$ cat config.mk
export PLATFORM = sky130hd
export DESIGN_NAME = vec_lsu_ctrl
export DESIGN_NICKNAME = d
export VERILOG_FILES = /design/src/rtl/vec_lsu_pkg.sv /design/src/rtl/vec_lsu_addr_gen.sv /design/src/rtl/vec_lsu_ctrl.sv
export SDC_FILE = /design/constraint.sdc
export NUM_CORES = 1
export LEC_CHECK = 0
export CORE_MARGIN = 3
export CORE_UTILIZATION = 55
export CTS_CLUSTER_DIAMETER = 40
export DETAILED_ROUTE_END_ITERATION = 10
export DONT_BUFFER_PORTS = 1
export PLACE_DENSITY = 0.7
export SYNTH_ARGS = -nofsm -noshare
export SYNTH_HDL_FRONTEND = slang
export SYNTH_HIERARCHICAL = 1
export SYNTH_SLANG_ARGS = --single-unit
export TNS_END_PERCENT = 10
$ cat constraint.sdc
create_clock -name i_clk -period 3.3 [get_ports i_clk]
set_clock_uncertainty 0.15 [all_clocks]
set_input_delay 0.66 -clock i_clk [delete_from_list [all_inputs] [get_ports i_clk]]
set_output_delay 0.66 -clock i_clk [all_outputs]
set_load 0.05 [all_outputs]
$ cat src/rtl/vec_lsu_pkg.sv
// vec_lsu_pkg: shared types and constants for the vector LSU sequencer.
//   lsu_state_e   - sequencer states (idle, issuing elements, completion pulse)
//   cnt_w()       - width of an element count/index able to hold 0..vlmax
//   unit_stride() - byte distance between consecutive elements of width sew
package vec_lsu_pkg;

  localparam int unsigned XLEN_DEF  = 32;
  localparam int unsigned SEW_DEF   = 32;
  localparam int unsigned VLMAX_DEF = 16;

  function automatic int unsigned cnt_w(input int unsigned vlmax);
    return $clog2(vlmax + 1);
  endfunction

  function automatic int unsigned unit_stride(input int unsigned sew);
    return sew / 8;
  endfunction

  localparam int unsigned CNT_W       = cnt_w(VLMAX_DEF);
  localparam int unsigned UNIT_STRIDE = unit_stride(SEW_DEF);

  typedef enum logic [1:0] {
    StIdle,
    StIssue,
    StDone
  } lsu_state_e;

endpackage

$ cat src/rtl/vec_lsu_addr_gen.sv
// vec_lsu_addr_gen: element address generator.
//   i_clk, i_n_rst     - clock, synchronous active-low reset
//   i_load             - capture i_base as address and i_stride as stride
//   i_advance          - step address by the stored stride (wraps mod 2^XLEN)
//   i_base, i_stride   - base address and byte stride for i_load
//   o_addr             - current element address
module vec_lsu_addr_gen
  import vec_lsu_pkg::*;
#(
  parameter int unsigned XLEN = XLEN_DEF
) (
  input  logic            i_clk,
  input  logic            i_n_rst,
  input  logic            i_load,
  input  logic            i_advance,
  input  logic [XLEN-1:0] i_base,
  input  logic [XLEN-1:0] i_stride,
  output logic [XLEN-1:0] o_addr
);

  logic [XLEN-1:0] r_addr;
  logic [XLEN-1:0] r_stride;

  always_ff @(posedge i_clk) begin
    if (!i_n_rst) begin
      r_addr   <= '0;
      r_stride <= '0;
    end else if (i_load) begin
      r_addr   <= i_base;
      r_stride <= i_stride;
    end else if (i_advance) begin
      // Negative strides are plain 2's-complement adds, so they walk downward.
      r_addr <= r_addr + r_stride;
    end
  end

  assign o_addr = r_addr;

endmodule

$ cat src/rtl/vec_lsu_ctrl.sv
// vec_lsu_ctrl: vector load/store element sequencer.
//   i_clk, i_n_rst                       - clock, synchronous active-low reset
//   i_start, i_is_store, i_stride_sel    - command strobe and its attributes
//   i_rs1_data, i_rs2_data, i_vl         - base address, byte stride, element count
//   o_mem_req/we/addr/wdata, i_mem_ack,
//   i_mem_rdata                          - one memory request per element
//   o_elem_idx, o_elem_we, o_elem_wdata,
//   i_st_elem_data                       - element buffer access
//   o_busy, o_done                       - status to the controller
module vec_lsu_ctrl
  import vec_lsu_pkg::*;
#(
  parameter int unsigned XLEN  = XLEN_DEF,
  parameter int unsigned SEW   = SEW_DEF,
  parameter int unsigned VLMAX = VLMAX_DEF,
  parameter int unsigned CNT_W = cnt_w(VLMAX)
) (
  input  logic             i_clk,
  input  logic             i_n_rst,
  input  logic             i_start,
  input  logic             i_is_store,
  input  logic             i_stride_sel,
  input  logic [XLEN-1:0]  i_rs1_data,
  input  logic [XLEN-1:0]  i_rs2_data,
  input  logic [CNT_W-1:0] i_vl,
  output logic             o_mem_req,
  output logic             o_mem_we,
  output logic [XLEN-1:0]  o_mem_addr,
  output logic [SEW-1:0]   o_mem_wdata,
  input  logic             i_mem_ack,
  input  logic [SEW-1:0]   i_mem_rdata,
  output logic [CNT_W-1:0] o_elem_idx,
  output logic             o_elem_we,
  output logic [SEW-1:0]   o_elem_wdata,
  input  logic [SEW-1:0]   i_st_elem_data,
  output logic             o_busy,
  output logic             o_done
);

  lsu_state_e       r_state;
  logic [CNT_W-1:0] r_idx;
  logic [CNT_W-1:0] r_vl;
  logic             r_is_store;
  logic             r_mem_req;
  logic             r_busy;
  logic             r_done;

  logic [CNT_W-1:0] w_vl_clamped;
  logic [XLEN-1:0]  w_stride_val;
  logic             w_load;
  logic             w_advance;
  logic             w_last;

  assign w_vl_clamped = (i_vl > CNT_W'(VLMAX)) ? CNT_W'(VLMAX) : i_vl;
  assign w_stride_val = i_stride_sel ? XLEN'(unit_stride(SEW)) : i_rs2_data;
  assign w_load       = (r_state == StIdle) && i_start;
  assign w_advance    = (r_state == StIssue) && i_mem_ack;
  assign w_last       = (r_idx == r_vl - CNT_W'(1));

  vec_lsu_addr_gen #(
    .XLEN (XLEN)
  ) u_addr_gen (
    .i_clk     (i_clk),
    .i_n_rst   (i_n_rst),
    .i_load    (w_load),
    .i_advance (w_advance),
    .i_base    (i_rs1_data),
    .i_stride  (w_stride_val),
    .o_addr    (o_mem_addr)
  );

  // Status outputs are registered alongside the state so they change only at edges.
  always_ff @(posedge i_clk) begin
    if (!i_n_rst) begin
      r_state    <= StIdle;
      r_idx      <= '0;
      r_vl       <= '0;
      r_is_store <= 1'b0;
      r_mem_req  <= 1'b0;
      r_busy     <= 1'b0;
      r_done     <= 1'b0;
    end else begin
      unique case (r_state)
        StIdle: begin
          if (i_start) begin
            r_is_store <= i_is_store;
            r_vl       <= w_vl_clamped;
            r_idx      <= '0;
            r_busy     <= 1'b1;
            if (w_vl_clamped == '0) begin
              r_state <= StDone;
              r_done  <= 1'b1;
            end else begin
              r_state   <= StIssue;
              r_mem_req <= 1'b1;
            end
          end
        end
        StIssue: begin
          if (i_mem_ack) begin
            r_idx <= r_idx + CNT_W'(1);
            if (w_last) begin
              r_state   <= StDone;
              r_mem_req <= 1'b0;
              r_done    <= 1'b1;
            end
          end
        end
        StDone: begin
          r_state <= StIdle;
          r_busy  <= 1'b0;
          r_done  <= 1'b0;
        end
        default: begin
          r_state   <= StIdle;
          r_mem_req <= 1'b0;
          r_busy    <= 1'b0;
          r_done    <= 1'b0;
        end
      endcase
    end
  end

  assign o_mem_req    = r_mem_req;
  assign o_mem_we     = r_mem_req & r_is_store;
  assign o_mem_wdata  = i_st_elem_data;
  assign o_elem_idx   = r_idx;
  // Load data is written in the ack cycle itself; no extra buffering stage.
  assign o_elem_we    = r_mem_req & i_mem_ack & ~r_is_store;
  assign o_elem_wdata = i_mem_rdata;
  assign o_busy       = r_busy;
  assign o_done       = r_done;

endmodule
-- After elaboration in Yosys (flattened, before gate mapping)
Cells that the tools add are included.
- register bits after elaboration: 80
- input port bits: 139
- output and inout bits: 106
- logic and storage cells: 63
- add/sub/neg operators: 3
- magnitude comparators: 1
- equal/unequal tests: 8
- mux-type cells: 24
- bitwise operators: 6
- reduce and logical (&&, ||, !) cells: 12
- operator list (cell ; number):
    two-way mux 32 bit ; 3
    adder 32 bit ; 1
    two-way mux 5 bit ; 3
    one-hot mux 5 bit (2 select lines) ; 1
    two-way mux 1 bit ; 9
    two-way mux 2 bit ; 4
    inequality test 2 bit, second input constant ; 4
    AND reduction 3 bit ; 2
    adder 5 x 1 -> 5 bit, second input constant ; 1
    equality test 5 bit ; 1
    greater-than comparator 5 bit, second input constant ; 1
    zero test 5 bit ; 1
    AND reduction 5 bit ; 1
    subtractor 5 x 1 -> 5 bit, second input constant ; 1
    one-hot mux 1 bit (2 select lines) ; 2
    one-hot mux 2 bit (2 select lines) ; 1
    AND reduction 2 bit ; 2
    AND reduction 4 bit ; 1
    nonzero test 2 bit ; 2
    bitwise AND 1 bit ; 3
    inverter 1 bit ; 3
    one-hot mux 1 bit (3 select lines) ; 1
    equality test 2 x 1 -> 1 bit, second input constant ; 1
    equality test 2 bit, second input constant ; 1
    other kinds (3) ; 4

-- Logic depth before layout (Yosys ltp)
Gate-level depths: netlist (run 1).
- word-level depth: 6
- gate-level depth with buffers: 10
- depth with buffers taken out: 10

-- Cells and area by module
Netlist (run 1), hierarchy kept.
- by module, submodules not included (module ; times used ; cells each ; area an instance (µm²) ; sequential area each (µm²)):
    vec_lsu_addr_gen ; 1 ; 495 ; 4151.5 ; 1281.2
    vec_lsu_ctrl ; 1 ; 193 ; 1508.9 ; 320.3

-- Worst setup path after synthesis (run 1)
Ideal clock, no wire load.
- path type: register -> register
- start point: register u_addr_gen.r_addr[0], in the netlist u_addr_gen/o_addr[0]
- end point: register u_addr_gen.r_addr[30], in the netlist u_addr_gen/o_addr[30]
- library setup time: 0.128 ns
- arrival: 2.594 ns
- data required time: 3.022 ns
- setup slack: 0.428 ns
- stages on the path, launching flop included: 11
- path buffers: 0
- period minus slack after synthesis: 2.872 ns
- cell sequence: dfxtp_1 > ha_1 > fa_1 > a21oi_1 > o211ai_1 > nand3_1 > nand3_2 > a41oi_2 > mux2_1 > a221oi_2 > nor2_1
- longest elaborated chain between the ends: 3
- ends and longest elaborated chain (item ; line ; source):
    from (decl) ; vec_lsu_addr_gen.sv:21 ; logic [XLEN-1:0] r_addr;
    from (signal assigned) ; vec_lsu_addr_gen.sv:29 ; r_addr <= i_base;
    from (signal assigned) ; vec_lsu_addr_gen.sv:33 ; r_addr <= r_addr + r_stride;
    adder 32 bit ; vec_lsu_addr_gen.sv:33 ;
    two-way mux 32 bit ; vec_lsu_addr_gen.sv:31 ; end else if (i_advance) begin
    two-way mux 32 bit ; vec_lsu_addr_gen.sv:28 ; end else if (i_load) begin
Every way passes these cells. The select of a mux whose other input is x is not followed.
A chain may end at the register's enable or synchronous reset.

-- Worst setup path after layout (run 1)
- start point: register u_addr_gen.r_addr[0], in the netlist u_addr_gen/o_addr[0]
- end point: register u_addr_gen.r_addr[28], in the netlist u_addr_gen/o_addr[28]
Same word-level chain as after synthesis.

==> run metrics, run 1 <==
floorplan die height=107 µm; Initial DRC Count=252; wire length per cell=18.5 µm; worst skew pair latency=0.37 ns; total negative slack=0 ns; first-pass GRT wire length=22.9 mm; synth warn=6; vias in the first global route=~4600; die area=approximately 12000 µm²; row cnt=36; CTS Hold Bufs=0; CTS Buf Count=9; ys async rst share=0%; clk root buf=clkbuf_8; number of synthesized register bits=80; Synth Area in Compound Gates=21.7%; Setup CP Type=reg -> reg; layout cells sized above 1=10.8%; xor-xnor portion of the synthesized cell area=between 5 and 6%; drt drc=0; mapped cell area=5660 µm²; worst slew pin tran=around 0.95 ns; top-count cell post-synth=dfxtp_1; startpoint types=register; Post-CTS Repair Setup Buffers=0; peak supply drop=223 µV; GRT Resource Usage Total=24.6%; Post-DRT Antenna Nets=0; Crit. End Element=register; WHS=0.270 ns; Fin. Hold Viols=0; status=complete, no violations; Mean Syn Cell Area=a little over 8 µm²; clock-pin slew on the worst setup and hold paths=0.09 ns; Layout Utilization=57.1%; worst-path maximum fanout=3; Synth top cells by count=dfxtp_1 (80), a21oi_1 (71), buf_4 (64); Clock Tree Buf Depth=2; drt pass-1 iters=4; P&R area growth vs syn=0.0221%; sequential area share after synthesis=28.3%; R2R Setup Slk=~0.43 ns; multi-input logic area=approximately 3400 µm²; Filler cells=943; final worst slack=0.427 ns; Yosys top cell by area=dfxtp_1; Final HPWL DP=roughly 11 mm; clock sink count=80; Required @ worst endpoint=3.35 ns; Slew Viols, Final=0; Total Nets Final=809; I/O Buffers=0; top_reg_cell synth=dfxtp_1; vias=4647; Post-Synth Simple-Gate Area=17.1%; Post-synth EDFFs=0; total congestion overflow=0; Hold Path Class=in -> reg; post-DR vias/cell=6.00; WL final=14.3 mm; worst slack, placed=between 0.4 and 0.5 ns; PostCTS Resize Cnt=0; fraction of the mapped netlist area in adder cells=7.65%; Fmax=348 MHz; Starting Density=57.1%; num ports=245; global placement routability congestion=0.930; Power Dens Cells=just over 400 nW/µm²; number of library cell types mapped by synthesis=59; data arrival time of the worst path=just under 3 ns; Seq. cell area=between 1500 and 2000 µm²; die width=107 µm; H-tree lvl count=3; Cell Area, Placed=5480 µm²; Final Critical Period=2.87 ns; antenna violations before repair=1; syn nets=861; main combinational cell family by area after synthesis=compound AO/OA/AOI/OAI gates; Slew HR=36.6%; CORE AREA=around 10000 µm²; synth top area cells=dfxtp_1 (28%), buf_4 (8.5%), mux2i_1 (7.4%), ha_1 (7.3%), a21oi_1 (6.3%); Syn Inst Count=688; Yosys top cell area share=between 20% and 30%; max cap viols=0; Leak=2.41 nW; largest net degree at the start of global routing=52; post-synthesis mux area share=7.63%; Post-Layout Inst Area=~5700 µm²; RSZ-0062 raised after global routing=false; period utilization=87.1%; # setup viols final=0; CTS tree=done
==> path summary, 6_finish.rpt <==
kind / from / endpoint / cells after the start
setup / recovery: u_addr_gen/o_addr[0] / u_addr_gen/o_addr[28] / 10
hold / removal: i_n_rst / o_elem_idx[0] / 1
setup reg to reg: u_addr_gen/o_addr[0] / u_addr_gen/o_addr[28] / 10
hold reg to reg: r_vl[4] / r_vl[4] / 2
==> cells in the final DEF (no fill, tap or decap), types with 4 or more instances in the layout <==
cell type	n
nand4_1	10
o22ai_1	7
o21ai_0	33
nand3_1	8
nor2b_1	34
ha_1	33
nand3b_1	4
nor3_1	7
a211oi_1	10
nand2_1	49
xor2_1	17
inv_1	15
buf_4	33
a21oi_1	71
dfxtp_1	80
mux2i_1	42
xnor2_1	20
a21boi_0	7
a41oi_2	4
nor2_1	63
and3_1	10
a211o_1	4
o21bai_1	6
and2_1	4
a21o_1	13
clkbuf_8	11
==> layer usage <==
| metal | vias to the layer above | global-route usage [%] | share of wire (%) |
|---|---|---|---|
| li1 | 2251 | - | - |
| met1 | 2191 | 30.0 | 42 |
| met2 | 157 | 41.3 | 47 |
| met3 | 48 | 6.06 | 8.2 |
| met4 | 0 | 10.5 | 2.5 |
| met5 | - | 0 | 0 |
==> cells by family (layout without fill, tap and decap cells) <==
group,after synthesis,count (layout)
xor+xnor,37,37
flops,80,80
buf+inv,113,66
other cells,0,1
mux,43,43
compound gates,182,182
simple gates,199,199
fa+ha+maj,34,34
==> cell type report <==
| cell class | instances | share of cell area [%] |
|---|---|---|
| multi-input combinational | 495 | 59.7 |
| sequential | 80 | 28.3 |
| timing repair buffer | 34 | 4.73 |
| tap | 133 | 2.94 |
| clock buffer | 11 | 2.67 |
| inverter | 16 | 1.06 |
| clock inverter | 5 | 0.552 |
| antenna | 1 | 0.0442 |
==> worst max-delay path, cell delays in order (launching register included) <==
cell	delay, ns
dfxtp_1	0.32
ha_1	0.23
fa_1	0.41
a21oi_1	0.26
o211ai_1	0.18
a211oi_1	0.35
o21ai_1	0.19
a21oi_1	0.24
o21ai_0	0.14
xnor2_1	0.15
o22ai_1	0.09
==> per-stage QoR <==
stage               power (mW)  cells
finish                    2.34    775
global route              2.46    774
CTS                       2.36    774
detailed placement        1.67    758
global placement          1.66    758
floorplan                 1.75    688
==> where the power goes <==
part	leakage [nW]	switching (mW)	internal (mW)
logic	1.66	0.364	0.207
registers	0.656	0.0633	1.02
clock network	0.0951	0.374	0.312
==> flip-flops by register name (all words and copies together) (netlist names) <==
signal	flops
o_elem_idx	5
r_vl	5
u_addr_gen/r_stride	32
o_busy	1
r_state	2
u_addr_gen/o_addr	32
r_is_store	1
o_mem_req	1
o_done	1
(Power assumes the default switching activity.)
==> inputs of run 2 (changes only) <==
--- a/config.mk
+++ b/config.mk
@@ -10,9 +10,10 @@
 export CTS_CLUSTER_DIAMETER = 40
 export DETAILED_ROUTE_END_ITERATION = 10
 export DONT_BUFFER_PORTS = 1
+export GPL_TIMING_DRIVEN = 0
 export PLACE_DENSITY = 0.7
 export SYNTH_ARGS = -nofsm -noshare
 export SYNTH_HDL_FRONTEND = slang
 export SYNTH_HIERARCHICAL = 1
 export SYNTH_SLANG_ARGS = --single-unit
-export TNS_END_PERCENT = 10
+export TNS_END_PERCENT = 100
==> run metrics, run 2 (synthesis results as in run 1) <==
status=complete, no violations (unchanged); Final Critical Period=3.12 ns (was 2.87 ns); Post-Layout Inst Area=6050 µm² (was 5660 µm²); RSZ-0062 raised after global routing=false (unchanged); Net Switching=0.981 mW (was 0.802 mW); layout cells sized above 1=15.2% (was 10.8%); switch share=37.7% (was 34.2%); worst slack, placed=0.0283 ns (was 0.459 ns); CORE AREA=9910 µm² (unchanged); CP max stage delay=0.68 ns (was 0.41 ns); number of antenna diodes=0 (was 1); data arrival time of the worst path=3.21 ns (was 2.93 ns); CP max-delay cell=dfxtp_1 (was fa_1); Slew Viols, Final=0 (unchanged); GRT Resource Usage Total=26.1% (was 24.6%); Fmax=320 MHz (was 348 MHz); Starting Density=57.1% (unchanged); Cell Area, Placed=5830 µm² (was 5480 µm²); CTS tree=done (unchanged); fin cells=837 (was 775); Crit. End Element=register (unchanged); post-DR vias/cell=5.91 (was 6.00); metal3 WL=1.26 mm (was 1.17 mm); num ports=245 (unchanged); worst skew pair latency=0.36 ns (was 0.37 ns); crit path cell chain=ha_1 -> buf_2 -> a21o_1 -> a21o_1 -> a21oi_1 -> nand3_2 -> a41oi_4 -> mux2_1 -> a221oi_2 -> nor2_1 (was ha_1 -> fa_1 -> a21oi_1 -> o211ai_1 -> a211oi_1 -> o21ai_1 -> a21oi_1 -> o21ai_0 -> xnor2_1 -> o22ai_1); drt drc=0 (unchanged); I/O Buffers=0 (unchanged); floorplan die height=107 µm (unchanged); Filler cells=925 (was 943); most frequent cells in the layout=dfxtp_1 (77), a21oi_1 (70), buf_4 (64), nor2_1 (63), nand2_1 (49) (was dfxtp_1 (80), a21oi_1 (71), nor2_1 (63), nand2_1 (49), mux2i_1 (42)); global placement routability congestion=0.911 (was 0.930); Worst Reg2Reg Path Length in Cells=10 (unchanged); total negative slack=0 ns (unchanged); wire length on met1=6.73 mm (was 6.06 mm); clock sink count=80 (unchanged); Clock Tree Buf Depth=2 (unchanged); total power draw=2.60 mW (was 2.34 mW); antenna violations before repair=0 (was 1); Layout Utilization=61.0% (was 57.1%); CTS Buf Count=9 (unchanged); clock share of power=28.6% (was 29.3%); max cap viols=0 (unchanged); worst slew pin tran=0.761 ns (was 0.950 ns); Hold Path Class=in -> reg (unchanged); WL final=15.8 mm (was 14.3 mm); first-pass GRT wire length=23.8 mm (was 22.9 mm); largest net degree at the start of global routing=14 (was 52); die area=11500 µm² (unchanged); wire length per cell=18.9 µm (was 18.5 µm); Comb power frac=25.2% (was 24.4%); Post-DRT Antenna Nets=0 (unchanged); Fin. Hold Viols=0 (unchanged); die width=107 µm (unchanged); Met2 Routed Length=7.57 mm (was 6.72 mm); Required @ worst endpoint=3.39 ns (was 3.35 ns); P_int=1.62 mW (was 1.54 mW); startpoint types=register (unchanged); Placed Cells=821 (was 758); worst-path maximum fanout=7 (was 3); Flop pwr share=46.2% (was 46.3%); total congestion overflow=0 (unchanged); Leak=2.60 nW (was 2.41 nW); Total Nets Final=872 (was 809); Initial DRC Count=229 (was 252); Final HPWL DP=12.2 mm (was 10.5 mm); H-tree lvl count=3 (unchanged); WHS=0.288 ns (was 0.270 ns); clock-pin slew on the worst setup and hold paths=0.08 ns (was 0.09 ns); most numerous cell on the critical path=a21o_1 (was a21oi_1); final worst slack=0.177 ns (was 0.427 ns); Slew HR=49.3% (was 36.6%); CP Launch Point=u_addr_gen/o_addr[15] (was u_addr_gen/o_addr[0]); row cnt=36 (unchanged); Power Dens Cells=430 nW/µm² (was 414 nW/µm²); P&R area growth vs syn=6.87% (was 0.0221%); vias in the first global route=4682 (was 4637); max layer used=met4 (unchanged); drt pass-1 iters=5 (was 4); peak supply drop=271 µV (was 223 µV); vias=4947 (was 4647); worst r2r src=u_addr_gen/o_addr[15] (was u_addr_gen/o_addr[0]); R2R Setup Slk=0.18 ns (was 0.43 ns); period utilization=94.6% (was 87.1%); clk root buf=clkbuf_8 (unchanged); Setup CP Type=reg -> reg (unchanged); most common cell after layout, fill and taps aside=dfxtp_1 (unchanged); Worst Setup EP=u_addr_gen/o_addr[30] (was u_addr_gen/o_addr[28]); # setup viols final=0 (unchanged); Crit Reg-Reg Endpoint=u_addr_gen/o_addr[30] (was u_addr_gen/o_addr[28])
## run 2: power groups by stage
stage | Combinational (mW) | Clock (mW) | Sequential (mW)
after floorplan | 0.553 | 0 | 1.20
after global placement | 0.635 | 0 | 1.22
after detailed placement | 0.644 | 0 | 1.22
after CTS | 0.648 | 0.755 | 1.20
after global routing | 0.702 | 0.790 | 1.21
final | 0.655 | 0.745 | 1.20
## run 2: repair_timing
item / 4_1_cts / 5_1_grt
endpoints found under the hold margin: 0 / 0
hold buffers: 0 / 0
setup buffers: 0 / 0
endpoints found under the setup margin: 0 / 4
gates resized for setup: 0 / 6
## run 2: area by class of cell
type / count / area, µm² / area share [%]
multi-input cells: 495 / 3400 / 56.2
plain buffers: 97 / 618 / 10.2
clock inverters: 4 / 53.8 / 0.889
flip-flops and latches: 80 / 1610 / 26.5
inverters: 16 / 60.1 / 0.993
well taps: 133 / 166 / 2.75
clock buffers: 12 / 145 / 2.40
## run 2: worst min-delay path by stage
stage / to / cells after the start / start
after floorplan: r_is_store / 2 / r_is_store
after global placement: r_is_store / 2 / r_is_store
final: u_addr_gen/o_addr[30] / 2 / i_rs1_data[30]
after global routing: u_addr_gen/o_addr[0] / 2 / i_rs1_data[0]
after detailed placement: r_is_store / 2 / r_is_store
after CTS: u_addr_gen/o_addr[30] / 2 / i_rs1_data[30]
## run 2: layer usage
layer	vias up	track usage, %
li1	2376	-
met1	2328	32.8
met2	221	44.6
met3	22	5.22
met4	0	8.75
met5	-	0
## run 2: critical path, delay by kind of cell, from the launching register on
| family | cells | cell delay, ns |
|---|---|---|
| AOI/OAI and AO/OA | 5 | 1.09 |
| adders and majority gates | 1 | 0.32 |
| buffers and inverters | 1 | 0.16 |
| DFF | 1 | 0.68 |
| muxes | 1 | 0.37 |
| and+or+nand+nor | 2 | 0.20 |
